### src/rtl/pwm_sequencer.sv
// Duty-cycle sequencer: steps an 8-entry table into the timer compare register on each top event,
// sharing the timer register bus with the CPU (CPU always has priority).
module pwm_sequencer #(
   parameter logic [7:0] PWM_SEQUENCER_ADDRESS = 8'h10,
   parameter logic [7:0] CT_BASE               = 8'h00
) (
   input  logic       clk,
   input  logic       rst,
   input  logic [7:0] din,
   input  logic [7:0] address,
   input  logic       w_en,
   input  logic       r_en,
   output logic [7:0] dout,
   input  logic [7:0] cpu_ct_address,
   input  logic [7:0] cpu_ct_din,
   input  logic       cpu_ct_w_en,
   input  logic       cpu_ct_r_en,
   output logic [7:0] ct_address,
   output logic [7:0] ct_din,
   output logic       ct_w_en,
   output logic       ct_r_en,
   input  logic       top_flag,
   output logic       done_irq
);

   // state    | meaning
   // S_IDLE   | sequencer stopped, bus fully owned by the CPU
   // S_LOAD   | write of table[idx] pending, issued on first CPU-idle cycle
   // S_WAIT   | write issued, counting top events for the current entry
   typedef enum logic [1:0] {S_IDLE, S_LOAD, S_WAIT} state_t;

   state_t     state_q;
   logic       loop_q, tgt_q, tgt_lat_q, irq_en_q, done_q, ovr_q, done_irq_q;
   logic [2:0] len_q, ptr_q, idx_q;
   logic [7:0] rep_q, rep_cnt_q, dout_q;
   logic [7:0] tbl_q [8];

   logic [7:0] off;
   logic       in_win, wr_ctrl, wr_len, wr_stat, wr_ptr, wr_data, wr_rep;
   logic       busy, issue, start, abort, rep_done, last;
   logic [7:0] rdata_d;

   always_comb begin
      off      = address - PWM_SEQUENCER_ADDRESS;
      in_win   = (off < 8'd7);
      wr_ctrl  = w_en && in_win && (off[2:0] == 3'd0);
      wr_len   = w_en && in_win && (off[2:0] == 3'd1);
      wr_stat  = w_en && in_win && (off[2:0] == 3'd3);
      wr_ptr   = w_en && in_win && (off[2:0] == 3'd4);
      wr_data  = w_en && in_win && (off[2:0] == 3'd5);
      wr_rep   = w_en && in_win && (off[2:0] == 3'd6);
      busy     = (state_q != S_IDLE);
      // Gated by rst so a reset cycle in LOAD never leaks a write onto the bus.
      issue    = rst && (state_q == S_LOAD) && !cpu_ct_w_en && !cpu_ct_r_en;
      start    = wr_ctrl && din[0] && !busy;
      abort    = wr_ctrl && !din[0] && busy;
      rep_done = (rep_cnt_q >= rep_q);
      last     = (idx_q >= len_q);
   end

   always_comb begin
      ct_address = issue ? (CT_BASE + 8'd3 + {7'b0, tgt_lat_q}) : cpu_ct_address;
      ct_din     = issue ? tbl_q[idx_q] : cpu_ct_din;
      ct_w_en    = issue ? 1'b1 : cpu_ct_w_en;
      ct_r_en    = issue ? 1'b0 : cpu_ct_r_en;
   end

   always_comb begin
      rdata_d = 8'h00;
      case (off[2:0])
         3'd0: rdata_d = {4'b0, irq_en_q, tgt_q, loop_q, busy};
         3'd1: rdata_d = {5'b0, len_q};
         3'd2: rdata_d = {5'b0, idx_q};
         3'd3: rdata_d = {5'b0, ovr_q, done_q, busy};
         3'd4: rdata_d = {5'b0, ptr_q};
         3'd5: rdata_d = tbl_q[ptr_q];
         3'd6: rdata_d = rep_q;
         default: rdata_d = 8'h00;
      endcase
   end

   always_ff @(posedge clk) begin
      if (!rst) begin
         state_q    <= S_IDLE;
         loop_q     <= 1'b0;
         tgt_q      <= 1'b0;
         tgt_lat_q  <= 1'b0;
         irq_en_q   <= 1'b0;
         done_q     <= 1'b0;
         ovr_q      <= 1'b0;
         done_irq_q <= 1'b0;
         len_q      <= 3'd0;
         ptr_q      <= 3'd0;
         idx_q      <= 3'd0;
         rep_q      <= 8'd0;
         rep_cnt_q  <= 8'd0;
         dout_q     <= 8'd0;
         for (int i = 0; i < 8; i++) tbl_q[i] <= 8'd0;
      end else begin
         done_irq_q <= 1'b0;
         if (wr_ctrl) begin
            loop_q   <= din[1];
            tgt_q    <= din[2];
            irq_en_q <= din[3];
         end
         if (wr_len) len_q <= din[2:0];
         if (wr_ptr) ptr_q <= din[2:0];
         if (wr_data) begin
            tbl_q[ptr_q] <= din;
            ptr_q        <= ptr_q + 3'd1;
         end
         if (wr_rep) rep_q <= din;
         if (wr_stat) begin
            done_q <= 1'b0;
            ovr_q  <= 1'b0;
         end

         case (state_q)
            S_IDLE: begin
               if (start) begin
                  tgt_lat_q <= din[2];
                  idx_q     <= 3'd0;
                  rep_cnt_q <= 8'd0;
                  state_q   <= S_LOAD;
               end
            end
            default: begin
               if (abort) begin
                  state_q <= S_IDLE;
               end else begin
                  if (issue) state_q <= S_WAIT;
                  if (top_flag) begin
                     if (!rep_done) begin
                        rep_cnt_q <= rep_cnt_q + 8'd1;
                     end else begin
                        rep_cnt_q <= 8'd0;
                        if (!last || loop_q) begin
                           idx_q   <= last ? 3'd0 : idx_q + 3'd1;
                           state_q <= S_LOAD;
                           // Pending write superseded by the newer entry.
                           if ((state_q == S_LOAD) && !issue) ovr_q <= 1'b1;
                        end else begin
                           state_q    <= S_IDLE;
                           done_q     <= 1'b1;
                           done_irq_q <= irq_en_q;
                        end
                     end
                  end
               end
            end
         endcase

         if (!in_win)   dout_q <= 8'd0;
         else if (r_en) dout_q <= rdata_d;
      end
   end

   assign dout     = dout_q;
   assign done_irq = done_irq_q;

endmodule

### config.mk
export PLATFORM = sky130hd
export DESIGN_NAME = pwm_sequencer
export DESIGN_NICKNAME = d
export VERILOG_FILES = /design/src/rtl/pwm_sequencer.sv
export SDC_FILE = /design/constraint.sdc
export NUM_CORES = 1
export LEC_CHECK = 0
export CAP_MARGIN = 0
export CORE_ASPECT_RATIO = 0.8
export CORE_MARGIN = 2
export CORE_UTILIZATION = 40
export DETAILED_ROUTE_END_ITERATION = 8
export GPL_TIMING_DRIVEN = 0
export PLACE_DENSITY_LB_ADDON = 0.1
export SLEW_MARGIN = 10
export SYNTH_ARGS = -nofsm -noshare
export SYNTH_HDL_FRONTEND = slang
export SYNTH_SLANG_ARGS = --single-unit
### constraint.sdc
create_clock -name clk -period 3.2 [get_ports clk]
set_input_delay 0.32 -clock clk [delete_from_list [all_inputs] [get_ports clk]]
set_output_delay 0.32 -clock clk [all_outputs]
set_load 0.02 [all_outputs]
; Yosys cells after proc, flatten, opt, wreduce, memory -nomap -nowiden
; Memories as Yosys holds them, arrays and structs flattened. A register that Yosys moved wholly into a read port is not among the register bits.
; Index checks and enable logic that the tools add are counted.
[totals]
ff_bits = 42
ram_bits = 64
inputBits = 39
output_inout_bits = 27
word_cells = 120
n_memories = 1
[mem_list]
columns = memory, words, word_bits, read_ports, rd_clocked_by_memory_dff, write_ports, line
row1 = tbl_q, 8, 8, 2, 2, 8, 36  ; logic [7:0] tbl_q [8];
[classes]
addsub = 5
n_lt_le_gt_ge = 3
n_eq_ne = 9
n_mux = 50
bitwise = 3
n_reduce_logical = 35
[ops]
columns = op, count
row1 = $mux W8, 8
row2 = $pmux W8 S7, 1
row3 = $mux W3, 14
row4 = $mux W1, 21
row5 = $logic_and A1 B1 Y1, 15
row6 = $mux W2, 6
row7 = $reduce_bool A2 Y1, 5
row8 = $eq A3 B3 Y1 const B, 3
row9 = $add A8 B1 Y8 const B, 1
row10 = $ge A8 B8 Y1, 1
row11 = $lt A8 B3 Y1 const B, 1
row12 = $reduce_or A8 Y1, 1
row13 = $sub A8 B5 Y8 const B, 1
row14 = $add A3 B1 Y3 const B, 2
row15 = $eq A3 B2 Y1 const B, 2
row16 = $logic_not A1 Y1, 6
row17 = $reduce_or A6 Y1, 1
row18 = $reduce_and A5 Y1, 1
row19 = $reduce_and A2 Y1, 2
row20 = $add A2 B1 Y3 const A, 1
row21 = $eq A3 B1 Y1 const B, 1
row22 = $ge A3 B3 Y1, 1
row23 = $logic_not A3 Y1, 1
row24 = $not A1 Y1, 3
row25 = other kinds (6), 6

; Logic depth before layout (Yosys ltp)
; Gate-level depths: netlist of the first run.
[logic_depth]
ltp_word = 12
depth_mapped = 8
depth_no_buf = 7

; Worst setup path before layout of the first run
; No wires, ideal clock.
[synth_path]
kind = in2reg
startpoint = in address[6]
endpoint = mem tbl_q[2][0], enable pin
setup_ns = 0.384
t_arrival_ns = 1.979
required_time_ns = 2.816
path_slack_ns = 0.837
path_stages = 4
n_path_buf = 0
cell_sequence = or4b_4 nor3_2 nand4_2 o21ai_0
[synth_lines]
columns = item, line
row1 = "start, declared", 10  ; input logic [7:0] address,
row2 = "end, declared", 36

==> run_results.csv, run 1 <==
group,metric,value,unit
placement,port_buffers,62,
yosys,synth_area_leaders,"edfxtp_1 31%, dfxtp_1 16%, mux4_2 10%",
timing,hold_slack,0.368,ns
finish,postLayoutCoreUtil,0.490,
cts,htree_levels,3,
critical_path,cp.required,2.88,ns
power,internal_power,2.33,mW
finish,fill_cells,1363,
yosys,yosysMostFrequentCell,"and2_1",
timing,max_slew_margin,0.387,
route,initialDrtViolationCount,316,
timing,worstMarginPinSlew,0.914,ns
power,power.switching,0.648,mW
route,drcViolationCount,0,
floorplan,die_h,115,microns
timing,setup_viol_count_final,0,
global_routing,grt_usage,0.212,
route,drt_first_pass_iters,7,
timing,timing_hold_violations_final,0,
route,post_drt_wl_per_cell,19.9,microns
critical_path,arrival,2.71,ns
floorplan,start_util,0.410,
global_routing,antenna_found_initial,0,
power,clockPowerShare,0.396,
global_routing,grt_max_degree,18,
route,via_per_inst,5.45,
route,wl_met3,932,microns
yosys,seq_area_frac_synth,0.467,
global_routing,grt_pass1_vias,4420,
cts,post_cts_buffers,0,
route,vias,4523,
route,drtAntennaViolNets,0,
timing,fmax,331,MHz
route,met2_length,7510,microns
flow_run,maxCapViolCount,0,
power,pwr-share-seq,0.524,
critical_path,startpoint_type,"register",
timing,period_needed,3.03,ns
critical_path,crit_path_end,"ct_din[0]",
critical_path,rrSetupSlack,0.81,ns
finish,drive_gt1_frac,0.116,
power,cellLeakagePower,2.76,nW
yosys,yosys_register_bits,112,
power,sw_frac_of_total,0.218,
critical_path,crit_type,"reg2out",
yosys,syn_avg_cell_area,11.4,sq um
placement,dpl.hpwl,12100,microns
finish,syn_to_final_growth,19.6,%
yosys,synth_top_area_share,0.311,
critical_path,rr_startpoint,"rep_cnt_q[0]",
timing,timing.final.crit_share,0.945,
floorplan,die-area,16400,sq um
power,p_comb_frac,0.080,
yosys,ys_warn_count,0,
route,top_layer,"met4",
cts,cts_hold_buf,0,
cts,cts_root_buf,"clkbuf_16",
yosys,synth_area,6170,sq um
finish,layout.nets,668,
critical_path,end_kind,"output port",
route,wirelength,16500,microns
global_routing,gr-total-overflow,0,
cts,clk-insertion-delay-late,0.36,ns
critical_path,ff2ff_path_depth,7,
timing,grt_setup_unrepaired,"no",
status,status,"finished, final reports clean",
floorplan,num_io_pins,66,
finish,multi_input_area,3090,sq um
placement,gp_congestion,0.831,
floorplan,core_area,15100,sq um
cts,cts_resized,1,
timing,slew_viol_final,0,
floorplan,num_rows,40,
finish,insertedDiodeCount,0,
power,powerDensity,403,nW/um^2
yosys,async_reset_ff_frac,0,
power,ir_drop,0.255,mV
yosys,synth_commonest_cells,"69 x and2_1, 64 x edfxtp_1, 48 x dfxtp_1, 37 x nand2_1, 33 x o21ai_0",
cts,clk_pin_slew_worst_paths,0.07,ns
finish,regArea,2880,sq um
timing,finClkSkew,0.00667,ns
min_path,hold_path_class,"in2reg",
floorplan,dieWidth,143,microns
yosys,syn_nets,594,
yosys,synth_cell_type_count,54,
cts,cts_tree,"yes",
min_path,holdPathStages,3,
yosys,ys.flop_type,"edfxtp_1",
cts,cts.sinks,112,
critical_path,path_max_fanout,10,
route,met1Wirelength,7920,microns
yosys,netlist_instances,541,
yosys,synth_top_cell_by_area,"edfxtp_1",
global_routing,grt_pass1_wl,25600,microns
cts,cts_buffers,9,
cts,clockBufferDepth,2,
yosys,synth_edf_count,64,
-- routing by layer --
metal,track usage,up-vias
met5,0,-
met2,0.332,128
met4,0.0389,0
met1,0.306,2228
met3,0.0500,11
li1,-,2156
-- cells by family after synthesis --
group,after synthesis,synth area share
compound gates,89,0.0941
fa+ha+maj,14,0.0284
flops,112,0.467
simple gates,210,0.198
mux,67,0.180
buf+inv,49,0.0322
-- cell usage in the layout (no fill, tap or decap), types with 4 or more instances in the layout --
| cell | netlist | final |
|---|---|---|
| and2_1 | 69 | 69 |
| edfxtp_1 | 64 | 64 |
| clkdlybuf4s50_1 | 0 | 62 |
| dfxtp_1 | 48 | 48 |
| nand2_1 | 37 | 37 |
| mux4_2 | 28 | 28 |
| o21ai_0 | 33 | 27 |
| mux2i_1 | 25 | 25 |
| clkbuf_1 | 22 | 22 |
| nor2b_1 | 20 | 20 |
| nand2b_1 | 18 | 18 |
| nor2_1 | 17 | 17 |
| inv_1 | 16 | 16 |
| nand3_1 | 15 | 15 |
| and3_1 | 14 | 14 |
| a31oi_1 | 14 | 14 |
| ha_1 | 14 | 14 |
| clkbuf_16 | 0 | 10 |
| mux2_2 | 9 | 9 |
| a21oi_1 | 8 | 8 |
| o21ai_1 | 1 | 7 |
| buf_2 | 6 | 6 |
| a41oi_1 | 6 | 6 |
| mux4_1 | 5 | 5 |
| nor3_1 | 4 | 4 |
| a21boi_0 | 4 | 4 |
-- worst max-delay path, cell delays in order, from the launching register on --
cell	delay, ns
dfxtp_1	0.31
buf_2	0.25
buf_4	0.31
mux4_2	0.58
mux2i_1	0.23
o21ai_0	0.11
clkdlybuf4s50_1	0.56
-- power groups by stage --
stage,Combinational (mW),Sequential [mW],Clock (mW)
after floorplan,0.111,1.59,0
after global placement,0.233,1.59,0
after detailed placement,0.237,1.59,0
after CTS,0.238,1.56,1.20
after global routing,0.254,1.56,1.26
final,0.237,1.56,1.18
-- flip-flops by register name, summed over array words and instances, names as in the netlist, 2 cells and up, named ones only --
signal and flops:
tbl_q 64, state_q 2, ptr_q 3, rep_cnt_q 8, len_q 3, idx_q 3, dout 8, rep_q 8
-- final cells by class --
class	count	area share
multi-input combinational	380	0.419
sequential	112	0.391
timing repair buffer	63	0.0851
clock buffer	13	0.0368
tap	210	0.0356
buffer	33	0.0197
inverter	16	0.00814
clock inverter	3	0.00542
-- how the worst min path moves through the flow --
| stage | slack [ns] | start | endpoint |
|---|---|---|---|
| final | 0.37 | top_flag | rep_cnt_q[0] |
| after global placement | 0.46 | ovr_q | ovr_q |
| after detailed placement | 0.47 | ovr_q | ovr_q |
| after global routing | 0.40 | top_flag | rep_cnt_q[0] |
| after floorplan | 0.44 | ovr_q | ovr_q |
| after CTS | 0.35 | top_flag | rep_cnt_q[0] |
-- per-stage QoR --
stage / instance area [sq um] / cells / TNS (ns) / setup WS, ns / power, mW
6_report: 7380 / 830 / 0 / 0.175 / 2.98
5_1_grt: 7380 / 830 / 0 / 0.00341 / 3.08
4_1_cts: 7380 / 830 / 0 / 0.0137 / 3.00
3_5_place_dp: 7060 / 814 / -4.25 / -0.271 / 1.83
3_3_place_gp: 7060 / 813 / -14.57 / -0.349 / 1.82
2_1_floorplan: 6170 / 541 / 0 / 0.837 / 1.70
Note: power is estimated with default switching activity, not from simulation.
==> inputs of run 2 (changes only) <==
Settings changed: ABC_AREA set to 1, CORE_ASPECT_RATIO 0.8 to 1.75.
==> run 2 against run 1 <==
Net effect:
- largest cell class is now sequential cells
- critical endpoint is now ct_din[3]
- cell count grew 25%
- clock power hardly changed
- register-to-register slack got worse by 0.06 ns
- worst setup slack got worse by 0.016 ns
- fmax down 0.51%
- routed wire length rose by 31%
- cell area down 2.6%
- first-iteration DRC count is 23% higher
==> run_results.csv, run 2 <==
group,metric,value,unit
timing,grt_setup_unrepaired,"no",
timing,timing_hold_violations_final,0,
timing,setup_viol_count_final,0,
timing,worstMarginPinSlew,0.888,ns
yosys,async_reset_ff_frac,0,
yosys,synth_commonest_cells,"128 x nand2_1, 115 x nor2_1, 94 x o21ai_0, 87 x inv_1, 74 x a21oi_1",
route,drtAntennaViolNets,0,
yosys,ys_warn_count,0,
critical_path,arrival,2.72,ns
placement,dpl.hpwl,16200,microns
timing,setup_tns,0,ns
finish,syn_to_final_growth,19.2,%
yosys,ys.flop_type,"edfxtp_1",
floorplan,die-area,16100,sq um
route,top_layer,"met4",
power,pwr-share-seq,0.526,
floorplan,die_h,166,microns
floorplan,dieWidth,96.9,microns
power,clockPowerShare,0.399,
cts,clk_pin_slew_worst_paths,0.07,ns
yosys,synth_edf_count,64,
yosys,syn_nets,829,
global_routing,grt_pass1_wl,32200,microns
placement,dp_cells,1021,
global_routing,grt_max_degree,20,
floorplan,start_util,0.407,
cts,cts.sinks,112,
route,wl_met3,1040,microns
placement,port_buffers,62,
critical_path,path_max_fanout,10,
route,via_per_inst,5.56,
cts,htree_levels,3,
cts,cts_buffers,9,
critical_path,cp.required,2.88,ns
yosys,seq_area_frac_synth,0.478,
finish,drive_gt1_frac,0.0504,
finish,layout_commonest_cell,"nand2_1",
cts,clk-insertion-delay-late,0.36,ns
cts,cts_root_buf,"clkbuf_16",
power,p_comb_frac,0.075,
timing,period_needed,3.04,ns
yosys,netlist_instances,776,
finish,layoutNonFillerInstCount,1037,
finish,largest-register,"tbl_q",
timing,finClkSkew,0.0118,ns
floorplan,core_area,14800,sq um
cts,cts_tree,"yes",
cts,cts_resized,4,
cts,cts_hold_buf,0,
finish,layout.nets,902,
yosys,synth_area,6030,sq um
cts,post_cts_buffers,0,
timing,fmax,329,MHz
finish,fill_cells,1517,
global_routing,grt_usage,0.265,
route,drcViolationCount,0,
route,vias,5761,
yosys,synth_cell_type_count,29,
power,sw_frac_of_total,0.242,
yosys,synth_area_leaders,"edfxtp_1 32%, dfxtp_1 16%, nand2_1 8.0%",
yosys,yosysMostFrequentCell,"nand2_1",
route,post_drt_wl_per_cell,20.8,microns
timing,max_slew_margin,0.405,
cts,clockBufferDepth,2,
global_routing,grt_pass1_vias,5765,
route,drt_first_pass_iters,5,
critical_path,startpoint_type,"register",
route,met1Wirelength,7710,microns
power,internal_power,2.24,mW
status,status,"finished, final reports clean",
global_routing,gr-total-overflow,0,
global_routing,antenna_found_initial,0,
floorplan,num_io_pins,66,
timing,timing.final.crit_share,0.950,
route,initialDrtViolationCount,389,
placement,gp_congestion,0.939,
floorplan,num_rows,59,
min_path,hold_path_class,"in2reg",
yosys,synth_top_area_share,0.318,
route,met2_length,11400,microns
critical_path,crit_type,"reg2out",
yosys,synth_top_cell_by_area,"edfxtp_1",
finish,largest_register_ffs,64,
power,cellLeakagePower,2.77,nW
yosys,syn_avg_cell_area,7.78,sq um
critical_path,end_kind,"output port",
flow_run,maxCapViolCount,0,
finish,insertedDiodeCount,0,
power,power.switching,0.716,mW
power,powerDensity,412,nW/um^2
finish,final_cell_mix,"128 x nand2_1, 115 x nor2_1, 94 x o21ai_0, 86 x inv_1, 74 x a21oi_1",
route,wirelength,21600,microns
yosys,yosys_register_bits,112,
timing,slew_viol_final,0,
power,ir_drop,0.272,mV
## run 2: cell types whose count changed in the layout (fill, tap and decap cells not counted), moves of 20 or more
cell,previous run,this run
mux4_2,28,0
mux2i_1,25,0
and2_1,69,0
o21ai_0,27,94
inv_1,16,86
nor2b_1,20,0
o211ai_1,1,33
nand2_1,37,128
a21oi_1,8,74
nand3_1,15,41
nor2_1,17,115
## run 2: final cells by class
class	count	area (sq um)	share of cell area
well taps	183	229	0.0318
flip-flops and latches	112	2880	0.401
clock buffers	9	225	0.0313
plain buffers	34	139	0.0193
repair buffers	62	621	0.0863
clock inverters	7	76.3	0.0106
multi-input cells	536	2670	0.371
inverters	94	353	0.0491
## run 2: kinds of logic (layout without fill, tap and decap cells)
family	count (synthesis)	count (layout)	share of synthesized area
xor+xnor	4	4	0.00581
fa+ha+maj	14	14	0.0290
simple gates	313	313	0.222
flops	112	112	0.478
buf+inv	128	206	0.0804
compound gates	205	205	0.185
## run 2: metal layers
metal,up-vias,track usage
li1,2762,-
met1,2723,0.277
met2,214,0.486
met3,62,0.0319
met4,0,0.184
met5,-,0
## run 2: final timing paths
check                           startpoint        end  slack [ns]  cells past startpoint
worst max-delay path            state_q[0]  ct_din[3]        0.16                      8
worst min-delay path                  r_en    dout[4]        0.35                      3
worst max register to register    register    dout[1]        0.75                      8
worst min register to register   tgt_lat_q  tgt_lat_q        0.46                      2
## run 2: per-stage QoR
stage	hold WS [ns]	cell area, sq um	util	setup WS (ns)	power [mW]
floorplan	0.424	6030	-	1.13	1.69
global placement	0.444	6880	0.464	-0.109	1.81
detailed placement	0.446	6880	0.464	-0.0885	1.81
CTS	0.339	7190	0.485	0.0508	2.97
global route	0.368	7190	0.485	0.0472	3.04
finish	0.350	7190	0.485	0.159	2.96
## run 2: worst max-delay path, stage by stage (launching register included)
cell and delay (ns):
dfxtp_1 0.37, inv_1 0.05, nor2_1 0.18, nand3_1 0.36, inv_2 0.29, clkbuf_2 0.29
o211ai_1 0.15, nand2_1 0.10, clkdlybuf4s50_1 0.59
## run 2: power groups by stage
stage          sequential (mW)  clock, mW  combinational [mW]
6_report                  1.56       1.18               0.221
4_1_cts                   1.56       1.19               0.221
3_3_place_gp              1.59          0               0.218
3_5_place_dp              1.59          0               0.220
5_1_grt                   1.56       1.24               0.238
2_1_floorplan             1.58          0               0.104
